<file path="src/rtl/wifi_tx_pkg.sv">
// Shared constants and read-FSM encoding for the WIFI TX cyclic-prefix buffer.
package wifi_tx_pkg;

    localparam int DATA = 24;
    localparam int N    = 64;
    localparam int CP   = 16;
    localparam int AW   = 6;

    localparam logic [AW-1:0] CP_START = AW'(N - CP);
    localparam logic [AW-1:0] LAST     = AW'(N - 1);

    typedef enum logic [1:0] {
        S_IDLE = 2'd0,
        S_CP   = 2'd1,
        S_BODY = 2'd2
    } rd_state_e;

endpackage

</file>
<file path="src/rtl/tx_bank_ram.sv">
// Two-bank sample RAM: synchronous write, registered read with enable.
module tx_bank_ram
    import wifi_tx_pkg::*;
(
    input  logic            clk,
    input  logic            reset,
    input  logic            we,
    input  logic [AW:0]     waddr,
    input  logic [DATA-1:0] wdata,
    input  logic            re,
    input  logic [AW:0]     raddr,
    output logic [DATA-1:0] rdata
);

    logic [DATA-1:0] mem [2*N];
    logic [DATA-1:0] rdata_q;

    always_ff @(posedge clk) begin
        if (we) begin
            mem[waddr] <= wdata;
        end
    end

    always_ff @(posedge clk or negedge reset) begin
        if (!reset) begin
            rdata_q <= '0;
        end else if (re) begin
            rdata_q <= mem[raddr];
        end
    end

    assign rdata = rdata_q;

endmodule

</file>
<file path="src/rtl/cp_insert_buffer_tx.sv">
// Ping-pong TX buffer emitting each 64-sample symbol as CP(48..63) + body(0..63).
// Optional sticky write-drop flag: define CP_TX_OVERFLOW_FLAG_EN.
module cp_insert_buffer_tx
    import wifi_tx_pkg::*;
(
    input  logic            clk,
    input  logic            reset,
    input  logic            we,
    input  logic [DATA-1:0] data_in,
    output logic            in_ready,
    input  logic            re,
    output logic [DATA-1:0] data_out,
    output logic            valid_out,
    output logic            sym_start,
    output logic            overflow
);

    rd_state_e     state_q, state_d;
    logic          wr_bank_q, wr_bank_d;
    logic          rd_bank_q, rd_bank_d;
    logic [1:0]    full_q, full_d;
    logic [AW-1:0] wr_cnt_q, wr_cnt_d;
    logic [AW-1:0] rd_cnt_q, rd_cnt_d;
    logic          valid_q, valid_d;
    logic          sym_q, sym_d;
    logic          wr_acc;
    logic          rd_fire;

    assign in_ready = !full_q[wr_bank_q];
    assign wr_acc   = we && in_ready;
    assign rd_fire  = (state_q != S_IDLE) && re;

    always_comb begin
        state_d   = state_q;
        wr_bank_d = wr_bank_q;
        rd_bank_d = rd_bank_q;
        full_d    = full_q;
        wr_cnt_d  = wr_cnt_q;
        rd_cnt_d  = rd_cnt_q;
        valid_d   = rd_fire;
        sym_d     = rd_fire && (state_q == S_CP) && (rd_cnt_q == CP_START);

        if (wr_acc) begin
            wr_cnt_d = wr_cnt_q + 1'b1;
            if (wr_cnt_q == LAST) begin
                full_d[wr_bank_q] = 1'b1;
                wr_bank_d         = ~wr_bank_q;
                wr_cnt_d          = '0;
            end
        end

        unique case (state_q)
            S_IDLE: begin
                if (full_q[rd_bank_q]) begin
                    state_d  = S_CP;
                    rd_cnt_d = CP_START;
                end
            end
            S_CP: begin
                if (re) begin
                    rd_cnt_d = rd_cnt_q + 1'b1;
                    if (rd_cnt_q == LAST) begin
                        state_d  = S_BODY;
                        rd_cnt_d = '0;
                    end
                end
            end
            S_BODY: begin
                if (re) begin
                    rd_cnt_d = rd_cnt_q + 1'b1;
                    if (rd_cnt_q == LAST) begin
                        full_d[rd_bank_q] = 1'b0;
                        rd_bank_d         = ~rd_bank_q;
                        // Back-to-back symbols skip IDLE so there is no gap
                        if (full_q[~rd_bank_q]) begin
                            state_d  = S_CP;
                            rd_cnt_d = CP_START;
                        end else begin
                            state_d  = S_IDLE;
                            rd_cnt_d = '0;
                        end
                    end
                end
            end
            default: begin
                state_d = S_IDLE;
            end
        endcase
    end

    always_ff @(posedge clk or negedge reset) begin
        if (!reset) begin
            state_q   <= S_IDLE;
            wr_bank_q <= 1'b0;
            rd_bank_q <= 1'b0;
            full_q    <= '0;
            wr_cnt_q  <= '0;
            rd_cnt_q  <= '0;
            valid_q   <= 1'b0;
            sym_q     <= 1'b0;
        end else begin
            state_q   <= state_d;
            wr_bank_q <= wr_bank_d;
            rd_bank_q <= rd_bank_d;
            full_q    <= full_d;
            wr_cnt_q  <= wr_cnt_d;
            rd_cnt_q  <= rd_cnt_d;
            valid_q   <= valid_d;
            sym_q     <= sym_d;
        end
    end

    tx_bank_ram u_ram (
        .clk   (clk),
        .reset (reset),
        .we    (wr_acc),
        .waddr ({wr_bank_q, wr_cnt_q}),
        .wdata (data_in),
        .re    (rd_fire),
        .raddr ({rd_bank_q, rd_cnt_q}),
        .rdata (data_out)
    );

    assign valid_out = valid_q;
    assign sym_start = sym_q;

`ifdef CP_TX_OVERFLOW_FLAG_EN
    logic ovf_q, ovf_d;

    assign ovf_d = ovf_q || (we && !in_ready);

    always_ff @(posedge clk or negedge reset) begin
        if (!reset) begin
            ovf_q <= 1'b0;
        end else begin
            ovf_q <= ovf_d;
        end
    end

    assign overflow = ovf_q;
`else
    assign overflow = 1'b0;
`endif

endmodule

</file>
<file path="config.mk">
export PLATFORM = sky130hd
export DESIGN_NAME = cp_insert_buffer_tx
export DESIGN_NICKNAME = d
export VERILOG_FILES = /design/src/rtl/wifi_tx_pkg.sv /design/src/rtl/tx_bank_ram.sv /design/src/rtl/cp_insert_buffer_tx.sv
export SDC_FILE = /design/constraint.sdc
export NUM_CORES = 2
export LEC_CHECK = 0
export BUFFER_PORTS_ARGS = -buffer_cell sky130_fd_sc_hd__buf_4
export CAP_MARGIN = 20
export CORE_ASPECT_RATIO = 1.5
export CORE_UTILIZATION = 30
export DETAILED_ROUTE_END_ITERATION = 10
export HOLD_SLACK_MARGIN = 0.15
export SKIP_LAST_GASP = 1
export SLEW_MARGIN = 10
export SYNTH_ARGS = -nofsm -noshare
export SYNTH_HDL_FRONTEND = slang
export SYNTH_SLANG_ARGS = --single-unit
</file>
<file path="constraint.sdc">
create_clock -name clk -period 3.7 [get_ports clk]
set_input_delay 0.37 -clock clk [delete_from_list [all_inputs] [get_ports clk]]
set_output_delay 0.37 -clock clk [all_outputs]
set_load 0.1 [all_outputs]
</file>
======== Yosys cells after proc, flatten, opt, wreduce, memory -nomap -nowiden ========
Memories as Yosys holds them, arrays and structs flattened. A register that Yosys moved wholly into a read port is not among the register bits.
Index checks and enable logic that the tools add are counted.
cells by class
  reduce and logical (&&, ||, !) cells .... 15
  equal/unequal tests ..................... 10
  muxes and demuxes ....................... 32
  $add $sub $neg .......................... 2
  $lt $le $gt $ge ......................... 5
  bitwise operators ....................... 5
operators by type and width
  cell                                                         number
  2-to-1 mux 6 bit                                             7
  2-to-1 mux 2 bit                                             10
  == test 6 bit (second input constant)                        3
  one-hot mux 6 bit (3 select lines)                           1
  adder 6 x 1 -> 6 bit (second input constant)                 2
  2-to-1 mux 1 bit                                             11
  inequality test 2 bit (second input constant)                4
  logical AND 1 bit                                            6
  less-than comparator 1 x 2 -> 1 bit (second input constant)  3
  one-hot mux 2 bit (3 select lines)                           1
  AND reduction 5 bit                                          1
  AND reduction 4 bit                                          1
  AND reduction 3 bit                                          1
  nonzero test 3 bit                                           1
  bitwise AND 2 bit                                            1
  demux 1 bit (select 1 bit)                                   2
  == test 2 x 1 -> 1 bit (second input constant)               1
  == test 2 bit (second input constant)                        1
  greater-or-equal comparator 1 bit (second input constant)    2
  logical NOT 1 bit                                            2
  logical NOT 2 bit                                            1
  inequality test 2 x 1 -> 1 bit (second input constant)       1
  inverter 1 bit                                               2
  inverter 2 bit                                               1
  3 further kinds                                              3
word-level totals
  logic and storage cells ................. 78
  memories ................................ 1
  memory bits (writable) .................. 3072
  input bits .............................. 28
  bits in registers ....................... 20
  output and inout bits ................... 28
memories
  memory     words  width  rd ports  clocked after Yosys merged registers in  write ports  line               RTL
  u_ram.mem  128    24     1         1                                        1            tx_bank_ram.sv:15  logic [DATA-1:0] mem [2*N];

======== Depth between registers and ports, before layout ========
  word-level depth ........................ 11
  depth in mapped cells ................... 11
  mapped depth without buffers ............ 8

======== By module ========
A second synthesis with hierarchy kept.
unflattened totals
  cells, all modules ...................... 6063
  area, all modules ....................... 120913.5 um^2
modules (own cells, without submodules)
  module               cells each  sequential area each (um^2)  area an instance (um^2)  instances
  tx_bank_ram          5945        92849.0                      119738.6                 1
  cp_insert_buffer_tx  118         500.5                        1174.9                   1

======== Worst setup path before layout ========
Ideal clock, no wire load.
  path kind ............................... reg2reg
  from .................................... register full_q[1]
  to ...................................... memory u_ram.mem[110][0] (enable)
  arrival time ............................ 4170 ps
  library setup time ...................... 405 ps
  period minus slack after synthesis ...... 4575 ps
  required time ........................... 3295 ps
  setup slack ............................. -875 ps
  stages on the path, launching flop included .. 7
  path buffers ............................ 1
  path through ............................ dfrtp_1 -> mux2i_1 -> nand2_1 -> nor2_1 -> nand3_1 -> clkbuf_1 -> nor2_1
between the ends
  cells in the longest elaborated chain, start to end .. 6
ends and longest elaborated chain
  what                                                  line                        RTL
  from (decl)                                           cp_insert_buffer_tx.sv:21   logic [1:0] full_q, full_d;
  from (signal assigned)                                cp_insert_buffer_tx.sv:105  full_q <= full_d;
  2-to-1 mux 1 bit (not written as such) (2 in series)  cp_insert_buffer_tx.sv:29   assign in_ready = !full_q[wr_bank_q];
  logical NOT 1 bit                                     cp_insert_buffer_tx.sv:29
  named net in_ready                                    cp_insert_buffer_tx.sv:10   output logic in_ready,
  logical AND 1 bit                                     cp_insert_buffer_tx.sv:30   assign wr_acc = we && in_ready;
  2-to-1 mux 1 bit                                      tx_bank_ram.sv:19           if (we) begin
  2-to-1 mux 1 bit (not written as such)                tx_bank_ram.sv:20           mem[waddr] <= wdata;
  to (decl)                                             tx_bank_ram.sv:15
The timed path passes the listed nets, and every way through them passes these cells. The select of a mux whose other input is x is not followed.

==> key figures <==
Yosys
  • Synthesized area per cell: 21.74 um2
  • Netlist cell types: between 40 and 50
  • Primary FF master, synth: edfxtp_1
  • FFs w/ async S/R, synth: 0.01412
  • Post-synth EDFFs: approximately 3.1k
  • Yosys warning count: 0
  • Sequential area share after synthesis: 0.7839
  • Synthesized Nets: 5514
  • Count of state elements after synthesis: just over 3k
  • Mapped cell area: between 100000 and 150000 um2
  • Post-Synthesis Cells: around 5.5k

Power
  • Pwr per Cell Area: roughly 640 nW/um2
  • Total power draw: a little under 90 mW
  • Static Leakage: just over 40 nW
  • Max IR drop VDD: 0.6555 mV

STA
  • Final min period: ~3.5 ns
  • Setup ws final: around 0.21 ns
  • Rel. slew slack: 0.2268
  • Worst Tran Pin Value: 1.160 ns
  • RSZ-0062 raised after global routing: no
  • Final worst-path cycle share: 0.9439
  • Setup violators final: 0
  • Hold Fails Final Rpt: 0
  • Clock skew: 0.05566 ns
  • Pins Over Slew Limit: 0
  • Fmax: approximately 0.29 GHz

Critical path
  • Setup Crit Path Kind: reg2reg
  • Delay-heaviest family, CP: simple AND/OR/NAND/NOR gates
  • Critical Path AT: ~4.2 ns
  • CP cell instances: buf_4 > nand3b_1 > buf_4 > nor2_2 > buf_4 > a221oi_1 > o21ai_0 > nor3_2 > buf_8 > nor3_1
  • Reg2reg end: u_ram.rdata[13]
  • Crit path max-delay cell type: nor3_2
  • CP most frequent cell: buf_4
  • Flop2flop setup slack: between 0.2 and 0.25 ns
  • CP peak stage delay: 0.59 ns
  • Startpoint types: register
  • FF-to-FF Start: rd_cnt_q[3]
  • CP Buf/Inv Count: 4
  • Worst R2R Path Depth: 10
  • Crit. End Element: register
  • Critical path fanouts, max: 10
  • Crit path required time: between 4 and 5 ns

Global route
  • Gr usage total: 0.1653
  • Global-route wire length before repair: between 400 and 500 mm
  • Initial antenna violation count: 17
  • Global route overflow: 0
  • Number of global-route vias before repair: around 60k
  • Largest net degree at the start of global routing: 95

Routing
  • Routed via count: between 50k and 60k
  • Total routed wirelength: between 300 and 400 mm
  • Drt drc: 0
  • Routed len/inst: approximately 30 um
  • Top Layer Used: met5
  • Via density: approximately 5.1
  • Met2 wire len: between 150 and 200 mm
  • DRT iter0 DRCs: 6093
  • Met3 WL post-DR: 18.80 mm
  • Post-DRT Antenna Nets: 0
  • Drt pass-1 iters: 5
  • Met1 wire length: roughly 120 mm

Placement
  • Worst slack, placed: ~0.00012 ns
  • Gp weighted congestion: a little over 0.8
  • Placed Area: 129200 um2
  • Port Buffers: 54
  • Detailed Place HPWL: 207.3 mm

CTS
  • Worst-path clk slew: 0.07 ns
  • Post-CTS Setup Inserts: 0
  • Root Driver: clkbuf_16
  • Clock latency at the later pin of the worst-skew pair: 0.88 ns
  • Sink Count: ~3.1k
  • H-tree depth: 5
  • TritonCTS Buffers: 269
  • Worst-case clock buffer depth: 4
  • CTS tree: built

Layout
  • Final core utilization: 0.3493
  • Most frequent cells in the layout: edfxtp_1 (3072), mux4_2 (630), buf_4 (381)
  • Syn-to-layout area delta: 16.03%
  • Post-route cell area: approximately 140000 um2
  • Leading cell type in the layout, fill and taps excluded: edfxtp_1
  • Fin nets: roughly 6k
  • Layout cell share with drive strength beyond 1: 0.2748
  • Fill cells: 36.28k

Floorplanning
  • Die area: around 400000 um2
  • Initial core utilization: 0.3011
  • Chip width: about 520 um
  • Die height: 773.6 um
  • Core ar.: between 300000 and 400000 um2
  • Site row count: 283
  • Ports: 56

Flow run
  • Max cap viols: 0

Hold path
  • WHS Endpoint: u_ram.mem[22][1]
  • Hold path cells: 1
  • HP Start: data_in[1]
  • Hold WC Path Type: in2reg

Run status
  • Status: completed
sequential cells by signal (all words and copies together) (netlist names):
name         cells
rd_bank_q        1
valid_out        1
state_q          2
rd_cnt_q         6
wr_bank_q        1
wr_cnt_q         6
u_ram.rdata     24
full_q           2
u_ram.mem     3072
sym_start        1
synthesized netlist by cell type, types with 2 or more instances:
cell type	instances	share of area
edfxtp_1	3072	0.77
mux4_2	630	0.12
mux2i_1	351	0.030
a22oi_1	232	0.015
nor2_1	191	0.0060
clkbuf_1	147	0.0046
o22ai_1	97	0.0051
nand2_1	83	0.0026
nor3_1	83	0.0035
nand3_1	79	0.0033
buf_2	68	0.0029
buf_4	54	0.0034
dfrtp_1	44	0.0092
a22o_1	43	0.0032
nor2b_1	40	0.0021
o21ai_0	34	0.0014
buf_6	33	0.0031
a211oi_1	31	0.0020
a221oi_1	26	0.0019
nor4_1	19	0.0010
o211ai_1	18	0.0011
nand4_1	16	0.00084
buf_1	15	0.00047
inv_1	9	0.00028
o21ai_1	9	0.00038
o32ai_1	9	0.00066
ha_1	8	0.00084
and2_1	6	0.00032
a21oi_1	5	0.00021
a31oi_1	3	0.00016
nand2b_1	3	0.00016
or2_2	3	0.00016
xnor2_1	3	0.00022
nand3b_1	2	0.00013
xor2_1	2	0.00015
per-stage QoR:
stage | instances | TNS (ns) | hold WS, ns
2_1_floorplan | 5478 | -309.52 | 0.07441
3_3_place_gp | 10900 | -9.206 | 0.5342
3_5_place_dp | 10910 | 0 | 0.5503
4_1_cts | 11400 | 0 | 0.1506
5_1_grt | 11400 | 0 | 0.1537
6_report | 11410 | 0 | 0.1286
how the worst max path moves through the flow:
stage	startpoint	to	slack, ns	depth (start not counted)
floorplan	wr_bank_q	u_ram.mem[111][0]	-0.26	6
global placement	rd_cnt_q[2]	u_ram.rdata[13]	-1.35	8
detailed placement	rd_cnt_q[2]	u_ram.rdata[22]	0.0001	8
CTS	rd_cnt_q[2]	u_ram.rdata[18]	0.13	8
global route	rd_cnt_q[2]	u_ram.rdata[13]	0.18	8
finish	rd_cnt_q[3]	u_ram.rdata[13]	0.21	10
per-layer routing:
layer,GRT usage,vias to the layer above
met2,0.3005,2333
met4,0.07944,4
li1,-,23940
met1,0.1921,31870
met5,0,-
met3,0.01848,541
worst register-to-register path, delay by kind of cell (launching register included):
family,cells,cell delay [ns]
compound gates,2,0.56
buf+inv,4,0.99
flops,1,0.50
simple gates,4,1.29
timing repair:
item                       in CTS  in global routing
setup endpoints to repair       1                  0
hold endpoints to repair      491                 18
resized for setup               1                  0
hold buffers                   18                  1
cell families after synthesis:
kind of cell / after synthesis / synth area share
compound gates: 512 / 0.03109
xor+xnor: 5 / 0.0003678
fa+ha+maj: 8 / 0.0008406
buf+inv: 327 / 0.01481
flops: 3116 / 0.7839
mux: 981 / 0.1487
other cells: 1 / 0.00003149
simple gates: 528 / 0.02031
final cells by class:
class                   count  area [um2]  share of cell area
diodes                      9       22.52           0.0001630
repair buffers            497        4922             0.03562
inverters                   9       33.78           0.0002445
multi-input cells        2035       24540              0.1776
well taps                5272        6596             0.04774
clock buffers             336        7264             0.05258
clock inverters           136        1428             0.01033
flip-flops and latches   3116       93360              0.6757
where the power goes:
part	total (mW)	internal (mW)	switching (mW)	leakage, nW
sequential	40.0	39.4	0.597	28.1
clock	28.5	15.7	12.8	4.25
combinational	19.5	8.20	11.3	8.80
total	88.1	63.3	24.8	41.2
Note: power is estimated with default switching activity, not from simulation.
